`config.mk`:
```
export PLATFORM = sky130hd
export DESIGN_NAME = mdim_unpack
export DESIGN_NICKNAME = d
export VERILOG_FILES = /design/src/rtl/mdim_pkg.sv /design/src/rtl/mdim_pair_fifo.sv /design/src/rtl/mdim_unpack.sv
export SDC_FILE = /design/constraint.sdc
export NUM_CORES = 1
export LEC_CHECK = 0
export ABC_CLOCK_PERIOD_IN_PS = 2190
export BUFFER_PORTS_ARGS = -buffer_cell sky130_fd_sc_hd__buf_2
export CAP_MARGIN = 25
export CORE_UTILIZATION = 41
export DETAILED_ROUTE_END_ITERATION = 10
export GPL_ROUTABILITY_DRIVEN = 0
export PLACE_DENSITY = 0.76
export SETUP_SLACK_MARGIN = 0.02
export SYNTH_ARGS = -nofsm -noshare
export SYNTH_HDL_FRONTEND = slang
export SYNTH_SLANG_ARGS = --single-unit
```
`constraint.sdc`:
```
create_clock -name clk -period 2.19 [get_ports clk]
set_input_delay 0.219 -clock clk [delete_from_list [all_inputs] [get_ports clk]]
set_output_delay 0.219 -clock clk [all_outputs]
set_load 0.05 [all_outputs]
```
`src/rtl/mdim_pkg.sv`:
```
// Shared packed-pair layout used by the pair packer and the unpacker.
package mdim_pkg;

    parameter int FIELD_W_DEFAULT = 4;

    // b is declared first so that a occupies the least significant bits.
    typedef struct packed {
        logic [FIELD_W_DEFAULT-1:0] b;
        logic [FIELD_W_DEFAULT-1:0] a;
    } pair_t;

endpackage

```
`src/rtl/mdim_pair_fifo.sv`:
```
// Small synchronous FIFO for packed pair words; the head entry is read
// straight out of storage with no output register.
module mdim_pair_fifo
    import mdim_pkg::*;
#(
    parameter int FIELD_W = FIELD_W_DEFAULT,
    parameter int DEPTH   = 2
) (
    input  logic                   clk,
    input  logic                   rst,
    input  logic                   in_valid,
    output logic                   in_ready,
    input  logic [2*FIELD_W-1:0]   in_data,
    output logic                   out_valid,
    input  logic                   out_ready,
    output logic [2*FIELD_W-1:0]   out_data,
    output logic [$clog2(DEPTH):0] level
);

    localparam int AW = $clog2(DEPTH);
    localparam int LW = AW + 1;
    localparam logic [LW-1:0] FULL_LEVEL = LW'(DEPTH);

    logic [2*FIELD_W-1:0] mem [DEPTH];
    logic [AW-1:0]        wr_ptr;
    logic [AW-1:0]        rd_ptr;
    logic                 push;
    logic                 pop;

    // Handshake flags depend only on the registered occupancy.
    assign in_ready  = (level != FULL_LEVEL);
    assign out_valid = (level != '0);
    assign push      = in_valid && in_ready;
    assign pop       = out_valid && out_ready;
    assign out_data  = mem[rd_ptr];

    always_ff @(posedge clk) begin
        if (rst) begin
            wr_ptr <= '0;
            rd_ptr <= '0;
            level  <= '0;
            for (int i = 0; i < DEPTH; i++) begin
                mem[i] <= '0;
            end
        end else begin
            if (push) begin
                mem[wr_ptr] <= in_data;
                wr_ptr      <= wr_ptr + AW'(1);
            end
            if (pop) begin
                rd_ptr <= rd_ptr + AW'(1);
            end
            case ({push, pop})
                2'b10:   level <= level + LW'(1);
                2'b01:   level <= level - LW'(1);
                default: level <= level;
            endcase
        end
    end

endmodule

```
`src/rtl/mdim_unpack.sv`:
```
// Receive side of the packed-pair link: buffers {b, a} words and presents the
// fields separately. Define MDIM_UNPACK_STATS_EN to add word_cnt / ovf_seen.
module mdim_unpack
    import mdim_pkg::*;
#(
    parameter int FIELD_W = FIELD_W_DEFAULT,
    parameter int DEPTH   = 2
) (
    input  logic                   clk,
    input  logic                   rst,
    input  logic                   in_valid,
    output logic                   in_ready,
    input  logic [2*FIELD_W-1:0]   in_data,
    output logic                   out_valid,
    input  logic                   out_ready,
    output logic [FIELD_W-1:0]     out_a,
    output logic [FIELD_W-1:0]     out_b,
    output logic [$clog2(DEPTH):0] level
`ifdef MDIM_UNPACK_STATS_EN
    ,
    output logic [15:0]            word_cnt,
    output logic                   ovf_seen
`endif
);

    logic [2*FIELD_W-1:0] head_word;

    mdim_pair_fifo #(
        .FIELD_W (FIELD_W),
        .DEPTH   (DEPTH)
    ) u_fifo (
        .clk       (clk),
        .rst       (rst),
        .in_valid  (in_valid),
        .in_ready  (in_ready),
        .in_data   (in_data),
        .out_valid (out_valid),
        .out_ready (out_ready),
        .out_data  (head_word),
        .level     (level)
    );

    // The shared struct only fits the default field width; other widths slice directly.
    if (FIELD_W == FIELD_W_DEFAULT) begin : g_pair
        pair_t head;
        assign head  = head_word;
        assign out_a = head.a;
        assign out_b = head.b;
    end else begin : g_slice
        assign out_a = head_word[FIELD_W-1:0];
        assign out_b = head_word[2*FIELD_W-1:FIELD_W];
    end

`ifdef MDIM_UNPACK_STATS_EN
    always_ff @(posedge clk) begin
        if (rst) begin
            word_cnt <= '0;
            ovf_seen <= 1'b0;
        end else begin
            if (out_valid && out_ready) begin
                word_cnt <= word_cnt + 16'd1;
            end
            if (in_valid && !in_ready) begin
                ovf_seen <= 1'b1;
            end
        end
    end
`endif

endmodule

```
==> results of run 1 <==
-- power by group through the flow --
stage	Clock (uW)	Sequential, uW	Combinational (uW)
detailed placement	0	592	665
floorplan	0	619	515
finish	173	579	662
global route	197	594	706
global placement	0	585	660
CTS	181	584	669
-- per-stage QoR --
stage | instance area (um2) | std cells | worst slack, ns | hold slack, ns | util [%]
floorplan | 937 | 76 | 0.169 | 0.405 | -
global placement | 1070 | 123 | 0.619 | 0.498 | 51.9
detailed placement | 1070 | 123 | 0.531 | 0.517 | 51.9
CTS | 1100 | 127 | 0.500 | 0.245 | 53.2
global route | 1100 | 127 | 0.384 | 0.251 | 53.2
finish | 1100 | 127 | 0.520 | 0.244 | 53.2
-- critical path, delay by kind of cell (launching register included) --
kind	cells	cell delay, ns
flip-flops	1	0.44
AND/OR/NAND/NOR	3	0.89
-- metal layers --
metal	global-route usage, %	up-vias	part of all wire [%]
met5	0	-	0
met4	5.71	0	0.61
met3	3.40	2	5.1
met2	24.1	20	54
met1	15.1	300	40
li1	-	310	-
-- final timing paths --
path         depth (start not counted)                              to  slack (ns)
max                                  3  u_fifo.mem[0][5]$_SDFFCE_PN0P_        0.52
min reg2reg                          2      u_fifo.rd_ptr$_SDFFE_PP0P_        0.53
max reg2reg                          3  u_fifo.mem[0][5]$_SDFFCE_PN0P_        0.52
min                                  2      u_fifo.rd_ptr$_SDFFE_PP0P_        0.24
-- layout make-up --
type                    instances  area (um2)
clock buffers                   4        26.3
fillers                       198         966
flip-flops and latches         21         581
repair buffers                 23         115
multi-input cells              52         340
well taps                      27        33.8
-- kinds of logic after synthesis --
logic type / count (synthesis) / share of synthesized area [%]
flip-flops: 21 / 61.9
AO/OA/AOI/OAI: 5 / 3.60
multiplexers: 8 / 9.61
XOR/XNOR: 3 / 2.80
buffers and inverters: 3 / 1.74
AND/OR/NAND/NOR: 35 / 19.0
adder cells (fa/ha/maj): 1 / 1.33
-- flip-flops by register name (all words and copies together) (netlist names), named ones only --
name / flops
u_fifo.wr_ptr: 1
u_fifo.rd_ptr: 1
u_fifo.mem: 16
u_fifo.level: 2
-- cell usage after synthesis --
cell type	number	area, um2
nor2_1	19	71.3
edfxtp_1	16	480
nand2b_1	11	68.8
mux2_2	8	90.1
dfxtp_1	5	100
a21oi_1	2	10.0
xnor2_1	2	17.5
a21bo_1	1	10.0
buf_2	1	5.00
buf_4	1	7.51
clkbuf_1	1	3.75
ha_1	1	12.5
nand2_1	1	3.75
nand3_2	1	10.0
nand3b_2	1	11.3
o21a_2	1	8.76
o21ai_0	1	5.00
or2_1	1	6.26
or3_1	1	6.26
xor2_1	1	8.76
==> summary.md, run 1 <==
| Metric | Value |
|---|---|
| Status | complete, no violations |
| Clk pwr share | 12.2% |
| Vias per Instance | between 4 and 5 |
| R2r startpoint | u_fifo.level[0]$_SDFFE_PP0P_ |
| Via count | 632 |
| CP Max Fanout | 10 |
| Synth warn | 0 |
| Clock slew at reported path FFs | 0.10 ns |
| Post-Syn Nets | 89 |
| Initial DRC count | 11 |
| Post-CTS Resized | 0 |
| Total Power | 1410 uW |
| Row count | 16 |
| Core area | slightly above 0.002 mm2 |
| Max Slew Vio Count | 0 |
| Starting Density | 45.4% |
| Setup CP Type | reg2reg |
| Clock tree buffer depth | 2 |
| Most common cell after layout, fill and taps aside | buf_2 |
| Sink Count | 21 |
| Worst Tran Pin Value | about 0.43 ns |
| Slowest stage delay, CP | 0.44 ns |
| Nets | 114 |
| Switch Pwr | 629 uW |
| Net Sw Frac | 44.4% |
| CP required | between 2 and 2.5 ns |
| Worst clock skew | between 0.0005 and 0.0006 ns |
| WL/cell | 11.7 um |
| Chip height | 49.8 um |
| HP Start | rst |
| Cell repeated most along the worst path | nand2b_1 |
| Element type at the critical path start | flop |
| CTS tree | done |
| Worst vdd ir | 853 uV |
| Final Hold Viols | 0 |
| Ant. Diodes | 0 |
| Die ar. | 0.00248 mm2 |
| Setup violations, final | 0 |
| Post-synthesis cell type count | 20 |
| Sequential share of the synthesized area | 61.9% |
| Highest achievable clock rate | 599 MHz |
| First-pass GRT wire length | roughly 2500 um |
| P_int | 786 uW |
| Initial antenna violation count | 0 |
| Logic pwr share | 46.8% |
| Hold Crit Class | in2reg |
| GRT overflow | 0 |
| Mapped Area | 937 um2 |
| Pwr Density | 1290 mW/mm2 |
| CP Capture Type | flop |
| Tot GR Track Use | 13.5% |
| Worst setup startpoint | u_fifo.level[0]$_SDFFE_PP0P_ |
| Most frequent cells in the layout | buf_2 (23), nor2_1 (19), edfxtp_1 (16) |
| CP Cell Sequence | nand2b_1, nand3b_2, nand2b_1 |
| Worst skew pair latency | 0.29 ns |
| Critical Path Slowest Stage Cell | dfxtp_1 |
| Clk root buf | clkbuf_4 |
| Crit path DAT | around 1.6 ns |
| Cells after synthesis | 76 |
| Setup bufs post-CTS | 0 |
| CTS buffer count | 3 |
| DIE WIDTH | approximately 50 um |
| Routed Antenna Nets | 0 |
| Leak pwr | between 0.0004 and 0.0005 uW |
| Slew margin rel. | around 70% |
| Vias in the first global route | between 500 and 600 |
| Flops & latches, synth | 21 |
| Port bufs | 23 |
| Layout overhead on the synthesized area | 17.0% |
| Max Cap Violations | 0 |
| Layout cells sized above 1 | between 30% and 40% |
| I/O Pins | 24 |
| Register share of total power | about two fifths |
| Largest net degree at the start of global routing | 16 |
| Final worst path period share | approximately three quarters |
| Syn Area/Cell | 12.3 um2 |
| TritonRoute pass-1 iters | 5 |
| Htree depth | 1 |
| Unrepaired setup endpoints after global routing | no |
| Post-route setup TNS | 0 ns |
| Final wirelength | roughly 1500 um |
| CTS Hold Bufs | 0 |
| DRC viols | 0 |
| DP HPWL | between 1000 and 1500 um |
| Min Clock Period, post-route | 1.67 ns |
Power figures use the tool's default switching activity.
==> run 2, diff against run 1 <==
--- a/config.mk
+++ b/config.mk
@@ -5,13 +5,13 @@
 export SDC_FILE = /design/constraint.sdc
 export NUM_CORES = 1
 export LEC_CHECK = 0
-export ABC_CLOCK_PERIOD_IN_PS = 2190
+export ABC_CLOCK_PERIOD_IN_PS = 1500
 export BUFFER_PORTS_ARGS = -buffer_cell sky130_fd_sc_hd__buf_2
 export CAP_MARGIN = 25
 export CORE_UTILIZATION = 41
 export DETAILED_ROUTE_END_ITERATION = 10
 export GPL_ROUTABILITY_DRIVEN = 0
-export PLACE_DENSITY = 0.76
+export PLACE_DENSITY = 0.79
 export SETUP_SLACK_MARGIN = 0.02
 export SYNTH_ARGS = -nofsm -noshare
 export SYNTH_HDL_FRONTEND = slang
==> constraint.sdc (replaced) <==
create_clock -name clk -period 1.5 [get_ports clk]
set_input_delay 0.15 -clock clk [delete_from_list [all_inputs] [get_ports clk]]
set_output_delay 0.15 -clock clk [all_outputs]
set_load 0.05 [all_outputs]
==> run 2 against run 1 <==
Sequential power grew 49%. Utilization grew 4.4 points. Power grew 59%. Combinational power grew 71%. Cell count grew 3.9%. Largest cell class unchanged. Final area grew 8.3%.
==> summary.md, run 2 (synthesis results as in run 1) <==
| Metric | Value |
|---|---|
| Status | complete, no violations |
| Clk root buf | clkbuf_4 |
| Final Hold Viols | 0 (unchanged) |
| CTS buffer count | 3 (unchanged) |
| Max Slew Vio Count | 0 (unchanged) |
| Clock slew at reported path FFs | 0.11 ns (about the same) |
| P_int | 1270 uW (+62%) |
| Setup CP Type | reg2reg |
| Starting Density | 45.4% (unchanged) |
| CP Capture Type | flop |
| GRT overflow | 0 (unchanged) |
| Via count | 642 (+1.6%) |
| Pre-CTS setup slack | 0.0788 ns (-0.453 ns) |
| CTS Hold Bufs | 0 (unchanged) |
| Slew margin rel. | 83.5% (+12 points) |
| Worst clock skew | 0.000994 ns (+0.000422 ns) |
| Most frequent cells in the layout | buf_2 (23), nor2_1 (19), edfxtp_1 (16) |
| Setup violations, final | 0 (unchanged) |
| CP Max Fanout | 6 (-4) |
| Vias per Instance | 4.86 (-2.3%) |
| CP Cell Sequence | o21a_2, ha_4, xnor2_1, or3_4, a21oi_2 |
| Worst skew pair latency | 0.29 ns (about the same) |
| Die ar. | 0.00248 mm2 (unchanged) |
| Final wirelength | 1620 um (+9.6%) |
| Vias in the first global route | 681 (+17%) |
| Critical Path Slowest Stage Cell | dfxtp_4 |
| Register share of total power | 38.3% (-2.6 points) |
| DRC viols | 0 (unchanged) |
| Clock tree buffer depth | 2 (unchanged) |
| Crit path DAT | 1.66 ns (+0.04 ns) |
| Port bufs | 23 (unchanged) |
| Core area | 0.00206 mm2 (unchanged) |
| Row count | 16 (unchanged) |
| FF-to-FF path depth | 5 (+2) |
| Final worst path period share | 95.3% (+19 points) |
| Element type at the critical path start | flop |
| Logic pwr share | 50.1% (+3.3 points) |
| Fillers | 179 (-9.6%) |
| Final worst slack | 0.0705 ns (-0.450 ns) |
| Htree depth | 1 (unchanged) |
| CP required | 1.73 ns (-0.41 ns) |
| Pwr Density | 1900 mW/mm2 (+47%) |
| Leak pwr | 0.000492 uW (+7.2%) |
| DIE WIDTH | 49.8 um (unchanged) |
| Hold depth | 2 (unchanged) |
| First-pass GRT wire length | 2590 um (+3.6%) |
| Max Cap Violations | 0 (unchanged) |
| Layout overhead on the synthesized area | 26.7% |
| DP HPWL | 1130 um (+6.6%) |
| Layout cells sized above 1 | 50.5% (+13 points) |
| Worst Tran Pin Value | 0.250 ns (-0.181 ns) |
| Register with the most flip-flops | u_fifo.mem |
| Placed inst area | 0.00112 mm2 (+4.9%) |
| WL/cell | 12.3 um (+5.4%) |
| Post-route setup TNS | 0 ns (unchanged) |
| Finished Cell Area | 0.00119 mm2 (+8.3%) |
| Unrepaired setup endpoints after global routing | no |
| Worst vdd ir | 1440 uV (+69%) |
| Initial antenna violation count | 0 (unchanged) |
| Largest net degree at the start of global routing | 16 (unchanged) |
| Nets | 119 (+4.4%) |
| Hold Crit Class | in2reg |
| Slowest stage delay, CP | 0.38 ns (-0.06 ns) |
| Most common cell after layout, fill and taps aside | buf_2 |
| Chip height | 49.8 um (unchanged) |
| Largest regs | u_fifo.mem (16), u_fifo.level (2) |
| Initial DRC count | 4 (-7) |
| TritonRoute pass-1 iters | 4 (-1) |
| Highest achievable clock rate | 700 MHz (+17%) |
| Final hold slack | 0.141 ns (-0.103 ns) |
| Tot GR Track Use | 14.2% (+0.69 points) |
| I/O Pins | 24 (unchanged) |
| Largest register FFs | 16 (unchanged) |
| CTS tree | done |
| Clk pwr share | 11.6% (-0.6 points) |
| Net Sw Frac | 43.6% (-0.79 points) |
| Ant. Diodes | 0 (unchanged) |
| Sink Count | 21 (unchanged) |
| Switch Pwr | 984 uW (+57%) |
| Routed Antenna Nets | 0 (unchanged) |
| Min Clock Period, post-route | 1.43 ns (-0.240 ns) |
-- run 2: changes by cell type in the layout (fill, tap and decap cells not counted), moves of 2 or more --
cell / change
nand2b_2: +2
buf_4: +5
dfxtp_4: +3
dfxtp_1: -3
nand2b_1: -3
-- run 2: what timing repair did --
action | CTS | global route
setup buffers | 0 | 3
endpoints found under the setup margin | 8 | 1
resized for setup | 2 | 3
hold endpoints to repair | 0 | 0
-- run 2: layout make-up --
class | instances | area (um2) | share of cell area (%)
clock buffer | 3 | 22.5 | 1.90
clock inverter | 1 | 5.00 | 0.421
multi-input combinational | 52 | 382 | 32.1
sequential | 21 | 592 | 49.8
tap | 27 | 33.8 | 2.85
timing repair buffer | 28 | 153 | 12.9
-- run 2: layer usage --
| layer | track usage [%] | vias to the layer above | part of all wire [%] |
|---|---|---|---|
| met1 | 12.8 | 303 | 36 |
| met5 | 0 | - | 0 |
| met3 | 2.16 | 2 | 4.2 |
| met2 | 29.3 | 20 | 59 |
| li1 | - | 317 | - |
| met4 | 7.14 | 0 | 0.62 |
-- run 2: worst paths after layout --
kind | from | to | slack (ns)
setup / recovery | u_fifo.level[1]$_SDFFE_PP0P_ | u_fifo.level[1]$_SDFFE_PP0P_ | 0.07
hold / removal | rst | u_fifo.level[1]$_SDFFE_PP0P_ | 0.14
setup reg to reg | u_fifo.level[1]$_SDFFE_PP0P_ | u_fifo.level[1]$_SDFFE_PP0P_ | 0.07
hold reg to reg | u_fifo.rd_ptr$_SDFFE_PP0P_ | flop | 0.53
-- run 2: through the flow --
stage	total power (uW)	instances	util [%]
2_1_floorplan	1750	76	-
3_3_place_gp	1910	125	54.4
3_5_place_dp	1930	125	54.4
4_1_cts	2200	129	55.9
5_1_grt	2370	132	57.6
6_report	2260	132	57.6
-- run 2: worst max-delay path, delay by kind of cell, from the launching register on --
kind	cells	cell delay, ns
flip-flops	1	0.38
AO/OA/AOI/OAI	2	0.35
AND/OR/NAND/NOR	1	0.34
adder cells (fa/ha/maj)	1	0.16
XOR/XNOR	1	0.14
-- run 2: power groups by stage --
| stage | Sequential, uW | Combinational (uW) | Clock [uW] |
|---|---|---|---|
| 4_1_cts | 876 | 1050 | 270 |
| 2_1_floorplan | 924 | 829 | 0 |
| 3_3_place_gp | 870 | 1040 | 0 |
| 5_1_grt | 881 | 1200 | 289 |
| 3_5_place_dp | 882 | 1050 | 0 |
| 6_report | 865 | 1130 | 262 |
==> run 3, diff against run 2 <==
--- a/config.mk
+++ b/config.mk
@@ -5,6 +5,7 @@
 export SDC_FILE = /design/constraint.sdc
 export NUM_CORES = 1
 export LEC_CHECK = 0
+export ABC_AREA = 1
 export ABC_CLOCK_PERIOD_IN_PS = 1500
 export BUFFER_PORTS_ARGS = -buffer_cell sky130_fd_sc_hd__buf_2
 export CAP_MARGIN = 25
==> run 3 against run 2 <==
Sequential power shrank 10%. Sequential share of layout area grew 0.69 points. Synthesized cell count grew 17%.
==> summary.md, run 3 <==
| Metric | Value |
|---|---|
| Final worst path period share | 95.6% (+0.30 points) |
| Final wirelength | 1610 um (-0.99%) |
| CP Max Fanout | 8 (+2) |
| DRC viols | 0 (unchanged) |
| R2r startpoint | u_fifo.level[1]$_SDFFE_PP0P_ |
| Cells after synthesis | 89 (+17%) |
| Die ar. | 0.00253 mm2 (+2.0%) |
| Post-synthesis cell type count | 17 (-15%) |
| Htree depth | 1 (unchanged) |
| TritonRoute pass-1 iters | 1 (-3) |
| HP Start | in_data[6] |
| Clock tree buffer depth | 2 (unchanged) |
| Unrepaired setup endpoints after global routing | no |
| Asr flop ratio synth | 0% (unchanged) |
| Ys flop type | edfxtp_1 |
| Wire length on met1 | 668 um (+14%) |
| Port bufs | 23 (unchanged) |
| Status | complete, no violations |
| Mapped Area | 957 um2 (+2.1%) |
| Nets | 131 (+10%) |
| Sequential share of the synthesized area | 60.7% (-1.3 points) |
| Post-synth EDFFs | 16 (unchanged) |
| CP Cell Sequence | mux2_2, buf_2 |
| Routed Antenna Nets | 0 (unchanged) |
| Slew margin rel. | 78.3% (-5.1 points) |
| DIE WIDTH | 50.3 um (+1.0%) |
| Crit path DAT | 1.28 ns (-0.38 ns) |
| Area of the multi-input gates | 324 um2 (-15%) |
| Worst vdd ir | 939 uV (-35%) |
| Largest net degree at the start of global routing | 13 (-3) |
| Slowest stage delay, CP | 0.43 ns (+0.05 ns) |
| FF-to-FF path depth | 9 (+4) |
| Layout overhead on the synthesized area | 22.4% |
| Synth warn | 0 (unchanged) |
| Flops & latches, synth | 21 (unchanged) |
| Top Layer Used | met4 |
| CTS buffer count | 3 (unchanged) |
| Setup CP Type | reg2out |
| Setup violations, final | 0 (unchanged) |
| Final hold slack | 0.154 ns (+0.0133 ns) |
| Critical Path Slowest Stage Cell | dfxtp_4 |
| Syn Area/Cell | 10.8 um2 (-13%) |
| I/O Pins | 24 (unchanged) |
| Post-route setup TNS | 0 ns (unchanged) |
| Worst skew pair latency | 0.30 ns (about the same) |
| Final worst slack | 0.0660 ns (-0.00456 ns) |
| Most numerous cell in the Yosys netlist | nor2_1 |
| Worst clock skew | 0.00755 ns (+0.00655 ns) |
| Top cells by instance count after synthesis | nor2_1 (23), edfxtp_1 (16), inv_1 (13) |
| Sink Count | 21 (unchanged) |
| Clk root buf | clkbuf_4 |
| First-pass GRT wire length | 2760 um (+6.7%) |
| Metal3 WL | 77 um (+12%) |
| Post-Syn Nets | 102 (+15%) |
| Final Hold Viols | 0 (unchanged) |
| Hold depth | 3 (+1) |
| Starting Density | 43.3% (-2.2 points) |
| Row count | 17 (+1) |
| Hold Crit Class | in2reg |
| Cell taking the most area after synthesis | edfxtp_1 |
| Met2 WL | 854 um (-11%) |
| Pre-CTS setup slack | 0.112 ns (+0.0334 ns) |
| DP HPWL | 1170 um (+2.9%) |
| CTS tree | done |
| CP Capture Type | primary output |
| Max Slew Vio Count | 0 (unchanged) |
| Element type at the critical path start | flop |
| Pwr Density | 1500 mW/mm2 (-21%) |
| Initial DRC count | 0 (-4) |
| Chip height | 50.3 um (+1.0%) |
| WL/cell | 11.1 um (-9.9%) |
| Tot GR Track Use | 14.5% (+0.28 points) |
| Clock slew at reported path FFs | 0.12 ns (about the same) |
| Reg area | 592 um2 (unchanged) |
| Via count | 672 (+4.7%) |
| CTS Hold Bufs | 0 (unchanged) |
| Core area | 0.00221 mm2 (+7.3%) |
| Ant. Diodes | 0 (unchanged) |
| Most frequent cells in the layout | nor2_1 (23), buf_2 (23), edfxtp_1 (16) |
| Max Cap Violations | 0 (unchanged) |
| Hold worst-path end | u_fifo.mem[0][6]$_SDFFCE_PN0P_ |
| Leak pwr | 0.000557 uW (+13%) |
| Worst Tran Pin Value | 0.323 ns (+0.0733 ns) |
| Largest regs | u_fifo.mem (16), u_fifo.level (2) |
| Vias in the first global route | 690 (+1.3%) |
| Fillers | 218 (+22%) |
| Post-synth top area share | 50.2% (-1.1 points) |
| GRT overflow | 0 (unchanged) |
| Register with the most flip-flops | u_fifo.mem |
| Area contributors post-synth | edfxtp_1 (50%), dfxtp_1 (10%), mux2_2 (9.4%) |
| Initial antenna violation count | 0 (unchanged) |
| Vias per Instance | 4.63 (-4.7%) |
| Setup slack, reg-to-reg | 0.14 ns (+0.07 ns) |
| CP required | 1.35 ns (-0.38 ns) |
| Worst R2R End | u_fifo.level[1]$_SDFFE_PP0P_ |
| Layout cells sized above 1 | 43.6% (-6.9 points) |
| Largest register FFs | 16 (unchanged) |
| Highest achievable clock rate | 697 MHz (-0.32%) |
| Min Clock Period, post-route | 1.43 ns (+0.00456 ns) |
run 3: metal layers:
metal	vias up	global-route usage (%)
li1	344	-
met1	307	15.3
met2	19	28.4
met3	2	1.82
met4	0	5.56
met5	-	0
run 3: what timing repair did:
action | 4_1_cts | 5_1_grt
endpoints found under the setup margin | 8 | 2
pin swaps | 0 | 0
resized for setup | 2 | 2
setup buffers | 0 | 2
run 3: final cells by class:
type                    count  share of cell area [%]
clock buffers               3                    1.92
well taps                  28                    2.99
inverters                  16                    5.34
repair buffers             25                    11.1
flip-flops and latches     21                    50.5
clock inverters             1                   0.427
multi-input cells          51                    27.7
run 3: critical path, delay by kind of cell, from the launching register on:
kind	cells	cell delay, ns
flops	1	0.43
mux	1	0.34
buf+inv	1	0.21
run 3: how the worst max path moves through the flow:
| stage | startpoint | end | cells past startpoint |
|---|---|---|---|
| 6_report | flop | out_b[0] | 2 |
| 5_1_grt | flop | out_a[2] | 2 |
| 4_1_cts | flop | out_b[0] | 2 |
| 3_5_place_dp | u_fifo.level[0]$_SDFFE_PP0P_ | u_fifo.level[1]$_SDFFE_PP0P_ | 10 |
| 3_3_place_gp | u_fifo.level[0]$_SDFFE_PP0P_ | u_fifo.level[1]$_SDFFE_PP0P_ | 10 |
| 2_1_floorplan | u_fifo.level[1]$_SDFFE_PP0P_ | u_fifo.level[1]$_SDFFE_PP0P_ | 10 |
run 3: where the power goes:
group          internal (uW)  leakage, uW  switching, uW
logic                    211     0.000329            507
registers                720     0.000211           55.7
clock network           99.3    0.0000177            165
run 3: cells by family after synthesis:
kind of cell | share of synthesized area (%)
AO/OA/AOI/OAI | 1.57
adder cells (fa/ha/maj) | 1.31
buffers and inverters | 6.80
AND/OR/NAND/NOR | 20.3
flip-flops | 60.7
multiplexers | 9.41
run 3: metrics by stage:
step	util (%)	std cells	area, um2	power [uW]
global route	52.9	145	1170	1850
finish	52.9	145	1170	1760
CTS	52.1	143	1150	1740
floorplan	-	89	977	1340
detailed placement	50.7	139	1120	1470
global placement	50.7	139	1120	1450
